--- src/rtl/ctrl_pkg.sv ---
// ctrl_pkg: opcodes, state encoding, bus-driver/load bit map, ALU opcodes and instruction classes for control_unit
package ctrl_pkg;
  localparam logic [4:0] OP_LD = 5'd0, OP_LDI = 5'd1, OP_ST = 5'd2, OP_ADD = 5'd3, OP_SUB = 5'd4,
                         OP_AND = 5'd5, OP_OR = 5'd6, OP_SHR = 5'd7, OP_SHRA = 5'd8, OP_SHL = 5'd9,
                         OP_ROR = 5'd10, OP_ROL = 5'd11, OP_ADDI = 5'd12, OP_ANDI = 5'd13, OP_ORI = 5'd14,
                         OP_MUL = 5'd15, OP_DIV = 5'd16, OP_NEG = 5'd17, OP_NOT = 5'd18, OP_BR = 5'd19,
                         OP_JR = 5'd20, OP_JAL = 5'd21, OP_IN = 5'd22, OP_OUT = 5'd23, OP_MFHI = 5'd24,
                         OP_MFLO = 5'd25, OP_NOP = 5'd26, OP_HALT = 5'd27;
  typedef enum logic [3:0] {S_RST, S_T0, S_T1, S_T2, S_T3, S_T4, S_T5, S_T6, S_T7, S_HALT} state_e;
  // drv is 11 bits wide; bit 10 is reserved and never driven
  localparam int DRV_W = 11;
  localparam int D_PC = 0, D_ZLO = 1, D_ZHI = 2, D_HI = 3, D_LO = 4, D_MDR = 5, D_C = 6, D_INP = 7,
                 D_R = 8, D_BA = 9;
  // eleven load strobes, one per register listed for the datapath
  localparam int LD_W = 11;
  localparam int L_MAR = 0, L_MDR = 1, L_PC = 2, L_IR = 3, L_Y = 4, L_Z = 5, L_HI = 6, L_LO = 7,
                 L_R = 8, L_OUTP = 9, L_CON = 10;
  // gsel = {Gra, Grb, Grc}
  localparam int G_A = 2, G_B = 1, G_C = 0;
  localparam logic [4:0] ALU_ADD = OP_ADD, ALU_AND = OP_AND, ALU_OR = OP_OR;
  typedef enum logic [4:0] {C_RTYPE, C_IMM, C_UNARY, C_MULDIV, C_LD, C_LDI, C_ST, C_BR, C_JR, C_JAL,
                            C_IN, C_OUT, C_MFHI, C_MFLO, C_NOP, C_HALT, C_ILL} op_class_e;
endpackage

--- src/rtl/control_unit_if.sv ---
// control_unit_if: sequencer <-> datapath bundle
//   master (control_unit): in ir_op, con; out alu_op, drv, ld, gsel, Read, RAM_write_enable, IncPC, run, illegal
//   slave  (datapath): the mirror image
interface control_unit_if;
  import ctrl_pkg::*;
  logic [4:0] ir_op;
  logic con;
  logic [4:0] alu_op;
  logic [DRV_W-1:0] drv;
  logic [LD_W-1:0] ld;
  logic [2:0] gsel;
  logic Read;
  logic RAM_write_enable;
  logic IncPC;
  logic run;
  logic illegal;
  modport master (input ir_op, con,
                  output alu_op, drv, ld, gsel, Read, RAM_write_enable, IncPC, run, illegal);
  modport slave (output ir_op, con,
                 input alu_op, drv, ld, gsel, Read, RAM_write_enable, IncPC, run, illegal);
endinterface

--- src/rtl/ctrl_op_class.sv ---
// ctrl_op_class: combinational opcode -> instruction class map
//   in ir_op (5); out op_class
//   CTRL_MULDIV_EN: when undefined, mul/div decode as illegal
module ctrl_op_class
  import ctrl_pkg::*;
(
  input  logic [4:0] ir_op,
  output op_class_e  op_class
);
  always_comb begin
    op_class = C_ILL;
    case (ir_op) inside
      OP_LD: op_class = C_LD;
      OP_LDI: op_class = C_LDI;
      OP_ST: op_class = C_ST;
      [OP_ADD:OP_ROL]: op_class = C_RTYPE;
      [OP_ADDI:OP_ORI]: op_class = C_IMM;
`ifdef CTRL_MULDIV_EN
      OP_MUL, OP_DIV: op_class = C_MULDIV;
`else
      OP_MUL, OP_DIV: op_class = C_ILL;
`endif
      OP_NEG, OP_NOT: op_class = C_UNARY;
      OP_BR: op_class = C_BR;
      OP_JR: op_class = C_JR;
      OP_JAL: op_class = C_JAL;
      OP_IN: op_class = C_IN;
      OP_OUT: op_class = C_OUT;
      OP_MFHI: op_class = C_MFHI;
      OP_MFLO: op_class = C_MFLO;
      OP_NOP: op_class = C_NOP;
      OP_HALT: op_class = C_HALT;
      default: op_class = C_ILL;
    endcase
  end
endmodule

--- src/rtl/control_unit.sv ---
// control_unit: hardwired Moore T-state sequencer for the Mini SRC datapath
//   clk: rising-edge clock; clr: asynchronous active-low reset
//   bus (control_unit_if.master): ir_op/con in; alu_op, drv, ld, gsel, strobes, run, illegal out
//   CTRL_MULDIV_EN: enables mul/div microcode (see ctrl_op_class)
module control_unit
  import ctrl_pkg::*;
(
  input logic clk,
  input logic clr,
  control_unit_if.master bus
);
  state_e state_q, state_d;
  op_class_e cls;
  ctrl_op_class u_class (.ir_op(bus.ir_op), .op_class(cls));
  always_ff @(posedge clk or negedge clr)
    if (!clr) state_q <= S_RST;
    else state_q <= state_d;
  always_comb begin
    state_d = state_q;
    case (state_q)
      S_RST: state_d = S_T0;
      S_T0: state_d = S_T1;
      S_T1: state_d = S_T2;
      S_T2: state_d = cls == C_NOP ? S_T0 : S_T3;
      S_T3: state_d = cls == C_HALT ? S_HALT :
                      cls inside {C_JR, C_IN, C_OUT, C_MFHI, C_MFLO, C_ILL} ? S_T0 : S_T4;
      S_T4: state_d = cls inside {C_UNARY, C_JAL} ? S_T0 : S_T5;
      S_T5: state_d = cls inside {C_RTYPE, C_IMM, C_LDI} ? S_T0 : S_T6;
      S_T6: state_d = cls inside {C_LD, C_ST} ? S_T7 : S_T0;
      S_T7: state_d = S_T0;
      S_HALT: state_d = S_HALT;
      default: state_d = S_RST;
    endcase
  end
  always_comb begin
    bus.alu_op = '0;
    bus.drv = '0;
    bus.ld = '0;
    bus.gsel = '0;
    bus.Read = 1'b0;
    bus.RAM_write_enable = 1'b0;
    bus.IncPC = 1'b0;
    bus.illegal = 1'b0;
    bus.run = !(state_q inside {S_RST, S_HALT});
    case (state_q)
      S_T0: begin
        bus.drv[D_PC] = 1'b1;
        bus.ld[L_MAR] = 1'b1;
        bus.ld[L_Z] = 1'b1;
        bus.IncPC = 1'b1;
      end
      S_T1: begin
        bus.drv[D_ZLO] = 1'b1;
        bus.ld[L_PC] = 1'b1;
        bus.ld[L_MDR] = 1'b1;
        bus.Read = 1'b1;
      end
      S_T2: begin
        bus.drv[D_MDR] = 1'b1;
        bus.ld[L_IR] = 1'b1;
      end
      S_T3: case (cls)
        C_RTYPE, C_IMM: begin
          bus.gsel[G_B] = 1'b1;
          bus.drv[D_R] = 1'b1;
          bus.ld[L_Y] = 1'b1;
        end
        C_UNARY: begin
          bus.gsel[G_B] = 1'b1;
          bus.drv[D_R] = 1'b1;
          bus.alu_op = bus.ir_op;
          bus.ld[L_Z] = 1'b1;
        end
        C_MULDIV: begin
          bus.gsel[G_A] = 1'b1;
          bus.drv[D_R] = 1'b1;
          bus.ld[L_Y] = 1'b1;
        end
        C_LD, C_LDI, C_ST: begin
          bus.gsel[G_B] = 1'b1;
          bus.drv[D_BA] = 1'b1;
          bus.ld[L_Y] = 1'b1;
        end
        C_BR, C_JR, C_OUT: begin
          bus.gsel[G_A] = 1'b1;
          bus.drv[D_R] = 1'b1;
          bus.ld[L_CON] = cls == C_BR;
          bus.ld[L_PC] = cls == C_JR;
          bus.ld[L_OUTP] = cls == C_OUT;
        end
        C_JAL: begin
          bus.drv[D_PC] = 1'b1;
          bus.gsel[G_B] = 1'b1;
          bus.ld[L_R] = 1'b1;
        end
        C_IN, C_MFHI, C_MFLO: begin
          bus.drv[D_INP] = cls == C_IN;
          bus.drv[D_HI] = cls == C_MFHI;
          bus.drv[D_LO] = cls == C_MFLO;
          bus.gsel[G_A] = 1'b1;
          bus.ld[L_R] = 1'b1;
        end
        C_ILL: bus.illegal = 1'b1;
        default: ;
      endcase
      S_T4: case (cls)
        C_RTYPE, C_MULDIV: begin
          bus.gsel[G_C] = cls == C_RTYPE;
          bus.gsel[G_B] = cls == C_MULDIV;
          bus.drv[D_R] = 1'b1;
          bus.alu_op = bus.ir_op;
          bus.ld[L_Z] = 1'b1;
        end
        C_IMM, C_LD, C_LDI, C_ST: begin
          bus.drv[D_C] = 1'b1;
          bus.alu_op = cls != C_IMM || bus.ir_op == OP_ADDI ? ALU_ADD :
                       bus.ir_op == OP_ANDI ? ALU_AND : ALU_OR;
          bus.ld[L_Z] = 1'b1;
        end
        C_UNARY: begin
          bus.drv[D_ZLO] = 1'b1;
          bus.gsel[G_A] = 1'b1;
          bus.ld[L_R] = 1'b1;
        end
        C_BR: begin
          bus.drv[D_PC] = 1'b1;
          bus.ld[L_Y] = 1'b1;
        end
        C_JAL: begin
          bus.gsel[G_A] = 1'b1;
          bus.drv[D_R] = 1'b1;
          bus.ld[L_PC] = 1'b1;
        end
        default: ;
      endcase
      S_T5: case (cls)
        C_RTYPE, C_IMM, C_LDI: begin
          bus.drv[D_ZLO] = 1'b1;
          bus.gsel[G_A] = 1'b1;
          bus.ld[L_R] = 1'b1;
        end
        C_MULDIV, C_LD, C_ST: begin
          bus.drv[D_ZLO] = 1'b1;
          bus.ld[L_LO] = cls == C_MULDIV;
          bus.ld[L_MAR] = cls != C_MULDIV;
        end
        C_BR: begin
          bus.drv[D_C] = 1'b1;
          bus.alu_op = ALU_ADD;
          bus.ld[L_Z] = 1'b1;
        end
        default: ;
      endcase
      S_T6: case (cls)
        C_MULDIV: begin
          bus.drv[D_ZHI] = 1'b1;
          bus.ld[L_HI] = 1'b1;
        end
        C_LD: begin
          bus.Read = 1'b1;
          bus.ld[L_MDR] = 1'b1;
        end
        C_ST: begin
          bus.gsel[G_A] = 1'b1;
          bus.drv[D_R] = 1'b1;
          bus.ld[L_MDR] = 1'b1;
        end
        C_BR: begin
          bus.drv[D_ZLO] = 1'b1;
          bus.ld[L_PC] = bus.con;
        end
        default: ;
      endcase
      S_T7: case (cls)
        C_LD: begin
          bus.drv[D_MDR] = 1'b1;
          bus.gsel[G_A] = 1'b1;
          bus.ld[L_R] = 1'b1;
        end
        C_ST: bus.RAM_write_enable = 1'b1;
        default: ;
      endcase
      default: ;
    endcase
  end
endmodule

--- src/flat_wrapper.sv ---
// flat-port wrapper written by rule: the top's interface ports become plain ports
module control_unit_flat import ctrl_pkg::*;
  (clk, clr, bus_ir_op, bus_con, bus_alu_op, bus_drv, bus_ld, bus_gsel, bus_Read, bus_RAM_write_enable, bus_IncPC, bus_run, bus_illegal);
  control_unit_if bus_i ();
  input logic clk;
  input logic clr;
  input wire logic [$bits(bus_i.ir_op)-1:0] bus_ir_op;
  input wire logic [$bits(bus_i.con)-1:0] bus_con;
  output wire logic [$bits(bus_i.alu_op)-1:0] bus_alu_op;
  output wire logic [$bits(bus_i.drv)-1:0] bus_drv;
  output wire logic [$bits(bus_i.ld)-1:0] bus_ld;
  output wire logic [$bits(bus_i.gsel)-1:0] bus_gsel;
  output wire logic [$bits(bus_i.Read)-1:0] bus_Read;
  output wire logic [$bits(bus_i.RAM_write_enable)-1:0] bus_RAM_write_enable;
  output wire logic [$bits(bus_i.IncPC)-1:0] bus_IncPC;
  output wire logic [$bits(bus_i.run)-1:0] bus_run;
  output wire logic [$bits(bus_i.illegal)-1:0] bus_illegal;
  assign bus_i.ir_op = bus_ir_op;
  assign bus_i.con = bus_con;
  assign bus_alu_op = bus_i.alu_op;
  assign bus_drv = bus_i.drv;
  assign bus_ld = bus_i.ld;
  assign bus_gsel = bus_i.gsel;
  assign bus_Read = bus_i.Read;
  assign bus_RAM_write_enable = bus_i.RAM_write_enable;
  assign bus_IncPC = bus_i.IncPC;
  assign bus_run = bus_i.run;
  assign bus_illegal = bus_i.illegal;
  control_unit u_core (.clk(clk), .clr(clr), .bus(bus_i));
endmodule
--- config.mk ---
export PLATFORM = sky130hd
export DESIGN_NAME = control_unit_flat
export DESIGN_NICKNAME = d
export VERILOG_FILES = /design/src/rtl/ctrl_pkg.sv /design/src/rtl/control_unit_if.sv /design/src/rtl/ctrl_op_class.sv /design/src/rtl/control_unit.sv /design/src/flat_wrapper.sv
export SDC_FILE = /design/constraint.sdc
export NUM_CORES = 1
export LEC_CHECK = 0
export BUFFER_PORTS_ARGS = -buffer_cell sky130_fd_sc_hd__buf_2
export CAP_MARGIN = 20
export CORE_UTILIZATION = 40
export CTS_CLUSTER_SIZE = 16
export DETAILED_ROUTE_END_ITERATION = 16
export GPL_TIMING_DRIVEN = 0
export PLACE_DENSITY = 0.72
export RECOVER_POWER = 100
export SKIP_CTS_REPAIR_TIMING = 1
export SYNTH_ARGS = -nofsm -noshare
export SYNTH_HDL_FRONTEND = slang
export SYNTH_HIERARCHICAL = 1
export SYNTH_SLANG_ARGS = --single-unit
export TNS_END_PERCENT = 100
--- constraint.sdc ---
create_clock -name clk -period 5.4 [get_ports clk]
set_input_delay 1.08 -clock clk [delete_from_list [all_inputs] [get_ports clk]]
set_output_delay 1.08 -clock clk [all_outputs]
set_load 0.01 [all_outputs]
==> impl_results.md <==
* Grt ovf at 0
* Area of the multi-input gates at 957 µm²
* Core Util, Final at 0.500
* Fmax at 210 MHz
* Drt pass-1 iters at 4
* Adder-cell share of the synthesized area at 0
* Area growth syn-to-layout at 18.7%
* CP required at 4.32 ns
* Startpoint types: primary input
* Tmin final at 4.77 ns
* Initial antenna violation count at 0
* Synth Area in Compound Gates at 0.271
* DR vias/cell at 6.23
* FF-to-FF path depth at 5
* PD cells at 305 nW/µm²
* Post-synthesis cell count at 181
* Biggest registers after layout: u_core/state_q: 4 flops
* Top-count cell post-synth: nor2_1
* Ys Warns at 6
* Initial Util at 0.422
* Leak at 0.511 nW
* Pin count of the biggest net entering global routing at 11
* WL/cell at 15.3 µm
* Layout Skew at 0.000673 ns
* Vias in the first global route at 1,376
* FF/Latch Area at 100 µm²
* Clock power share at 0.091
* Synth Register Bits at 4
* Post-synthesis xor/xnor area fraction at 0.0226
* Comb power frac at 0.782
* R2R Setup Slk at 3.53 ns
* Port Buffer Count at 41
* CP max FO at 9
* Nets at 235
* Total net switching power at 0.000239 W
* Slew @ Worst Pin at 0.918 ns
* Setup repair after global routing missed its margin: false
* Sequential fraction of the synthesis area at 0.0861
* Die Span Y at 55.9 µm
* Commonest cells post-synth: nor2_1, nand3_1, nand2_1
* Sequential power share at 0.127
* ANT cells at 0
* Max Cap Viol at 0
* Hold slack at 0.654 ns
* TritonCTS clock tree: yes
* Hold crit path type: primary input to asynchronous set/reset pin
* Io pins at 43
* HPWL after DPL at 3000 µm
* CORE AREA at 2760 µm²
* Max-slew violations at 0
* # fillers at 320
* Internal power at 0.000182 W
* Remaining DRCs at 0
* Via count at 1,594
* Share of cells above drive strength 1 at 0.116
* CTS Buf Count at 3
* Final hold viol count at 0
* Slew HR at 0.387
* Routability cong. at 0.950
* Status: completed
* CTS sink cnt at 4
* Initial DRC Count at 101
* Asr flop ratio synth at 1.00
* Critical path class: primary input to output port
* Setup TNS at 0 ns
* Clock Latency Late Sink at 0.24 ns
* ANT nets after route at 0
* Top_reg_cell synth: dfrtp_1
* Clock transition at path regs at 0.04 ns
* CTS Buffer Depth at 2
* Largest reg by FF count: u_core/state_q
* Global-route wire length before repair at 6380 µm
* Peak VDD IR at 0.282 mV
* Final Power at 0.000421 W
* CP arrival at 3.69 ns
* Post-synthesis mux area share at 0.00861
* Simple-gate share of the synthesized area at 0.526
* Number of flip-flops in the largest register at 4
* Die X at 55.9 µm
* Synthesized net count at 189
* EDFF count, synth at 0
* Unique masters post-synth at 58
* Cell Rows at 19
* Depth of the CTS H-tree at 1
* CP Capture Type: output port
* Total Wirelength at 3910 µm
* Full die area at 3130 µm²
* Global Route Usage Sum at 0.249
* Sw frac at 0.567
* CTS Root Cell: clkbuf_4
* Largest family of logic cells by synthesized area: simple AND/OR/NAND/NOR gates
* Top post-synthesis cells by area: dfrtp_1, nand3_1, nor2_1
* Mapped Area at 1160 µm²
* Final setup fails at 0
* Post-Syn Area per Cell at 6.42 µm²
* Synth top area share at 0.0861
* Leading area contributor after synthesis: dfrtp_1
* Tcrit/Tclk final at 0.883
-- cell type report --
cell class | instances | area share
buffer | 19 | 0.0635
clock buffer | 3 | 0.0163
inverter | 2 | 0.00544
multi-input combinational | 156 | 0.694
sequential | 4 | 0.0725
tap | 31 | 0.0281
timing repair buffer | 41 | 0.121
-- power groups by stage --
| stage | Clock (W) | Combinational [W] | Sequential (W) |
|---|---|---|---|
| finish | 0.0000381 | 0.000330 | 0.0000535 |
| global route | 0.0000430 | 0.000359 | 0.0000562 |
| CTS | 0.0000398 | 0.000340 | 0.0000537 |
| detailed placement | 0 | 0.000338 | 0.0000539 |
| global placement | 0 | 0.000336 | 0.0000531 |
| floorplan | 0 | 0.000234 | 0.0000498 |
-- layout by cell type, fill, tap and decap left out, types with 2 or more instances in the layout --
cell,Yosys,final
nand2b_1,10,10
and2_1,5,4
dfrtp_1,4,4
a22o_1,2,2
nand4_1,2,2
or2_2,3,3
nor2b_1,5,5
nand3b_1,2,2
a221o_1,2,2
nor3_1,12,12
a31oi_1,2,2
or3_1,3,4
xnor2_1,2,2
inv_1,2,2
clkbuf_4,0,3
a21o_1,3,3
a211oi_1,3,3
nand3_1,17,17
o21ai_0,6,6
a21oi_1,8,8
buf_4,2,2
clkbuf_1,14,46
or3b_2,2,2
nand2_1,16,16
nor2_1,18,18
nor4b_1,2,2
buf_2,1,11
nor4_1,2,2
-- cells by family after synthesis --
logic type             count (synthesis)
other                                  1
XOR/XNOR                               3
AND/OR/NAND/NOR                      109
buffers and inverters                 21
flip-flops                             4
AO/OA/AOI/OAI                         42
multiplexers                           1
-- metal layers --
metal	wire, µm	GRT usage	vias to the layer above
li1	-	-	763
met1	1730	0.359	727
met2	1740	0.387	102
met3	429	0.0488	2
met4	17	0.0488	0
met5	0	0	-
-- worst max-delay path: stages --
cell and delay [ns]:
clkbuf_1 0.17, or3_1 0.40, nand4_1 0.11, nand3_1 0.21, and2b_1 0.36, nand2b_1 0.08
a2111oi_1 0.85, a221o_1 0.28, clkbuf_1 0.15
-- through the flow --
step	instances	worst slack (ns)	cell area, µm²
2_1_floorplan	181	1.45	1160
3_3_place_gp	253	0.983	1410
5_1_grt	256	0.424	1380
6_report	256	0.633	1380
4_1_cts	256	1.04	1430
3_5_place_dp	253	1.02	1410
-- path summary, 6_finish.rpt --
kind | from | endpoint
max in group asynchronous | clr | u_core/state_q[0]$_DFF_PN0_
worst min-delay path | clr | u_core/state_q[3]$_DFF_PN0_
worst min register to register | u_core/state_q[0]$_DFF_PN0_ | u_core/state_q[2]$_DFF_PN0_
worst max-delay path | bus_ir_op[1] | bus_alu_op[0]
min in group clk | u_core/state_q[0]$_DFF_PN0_ | u_core/state_q[2]$_DFF_PN0_
worst max register to register | u_core/state_q[1]$_DFF_PN0_ | u_core/state_q[3]$_DFF_PN0_
No activity file was read; power rests on OpenSTA's default activity.
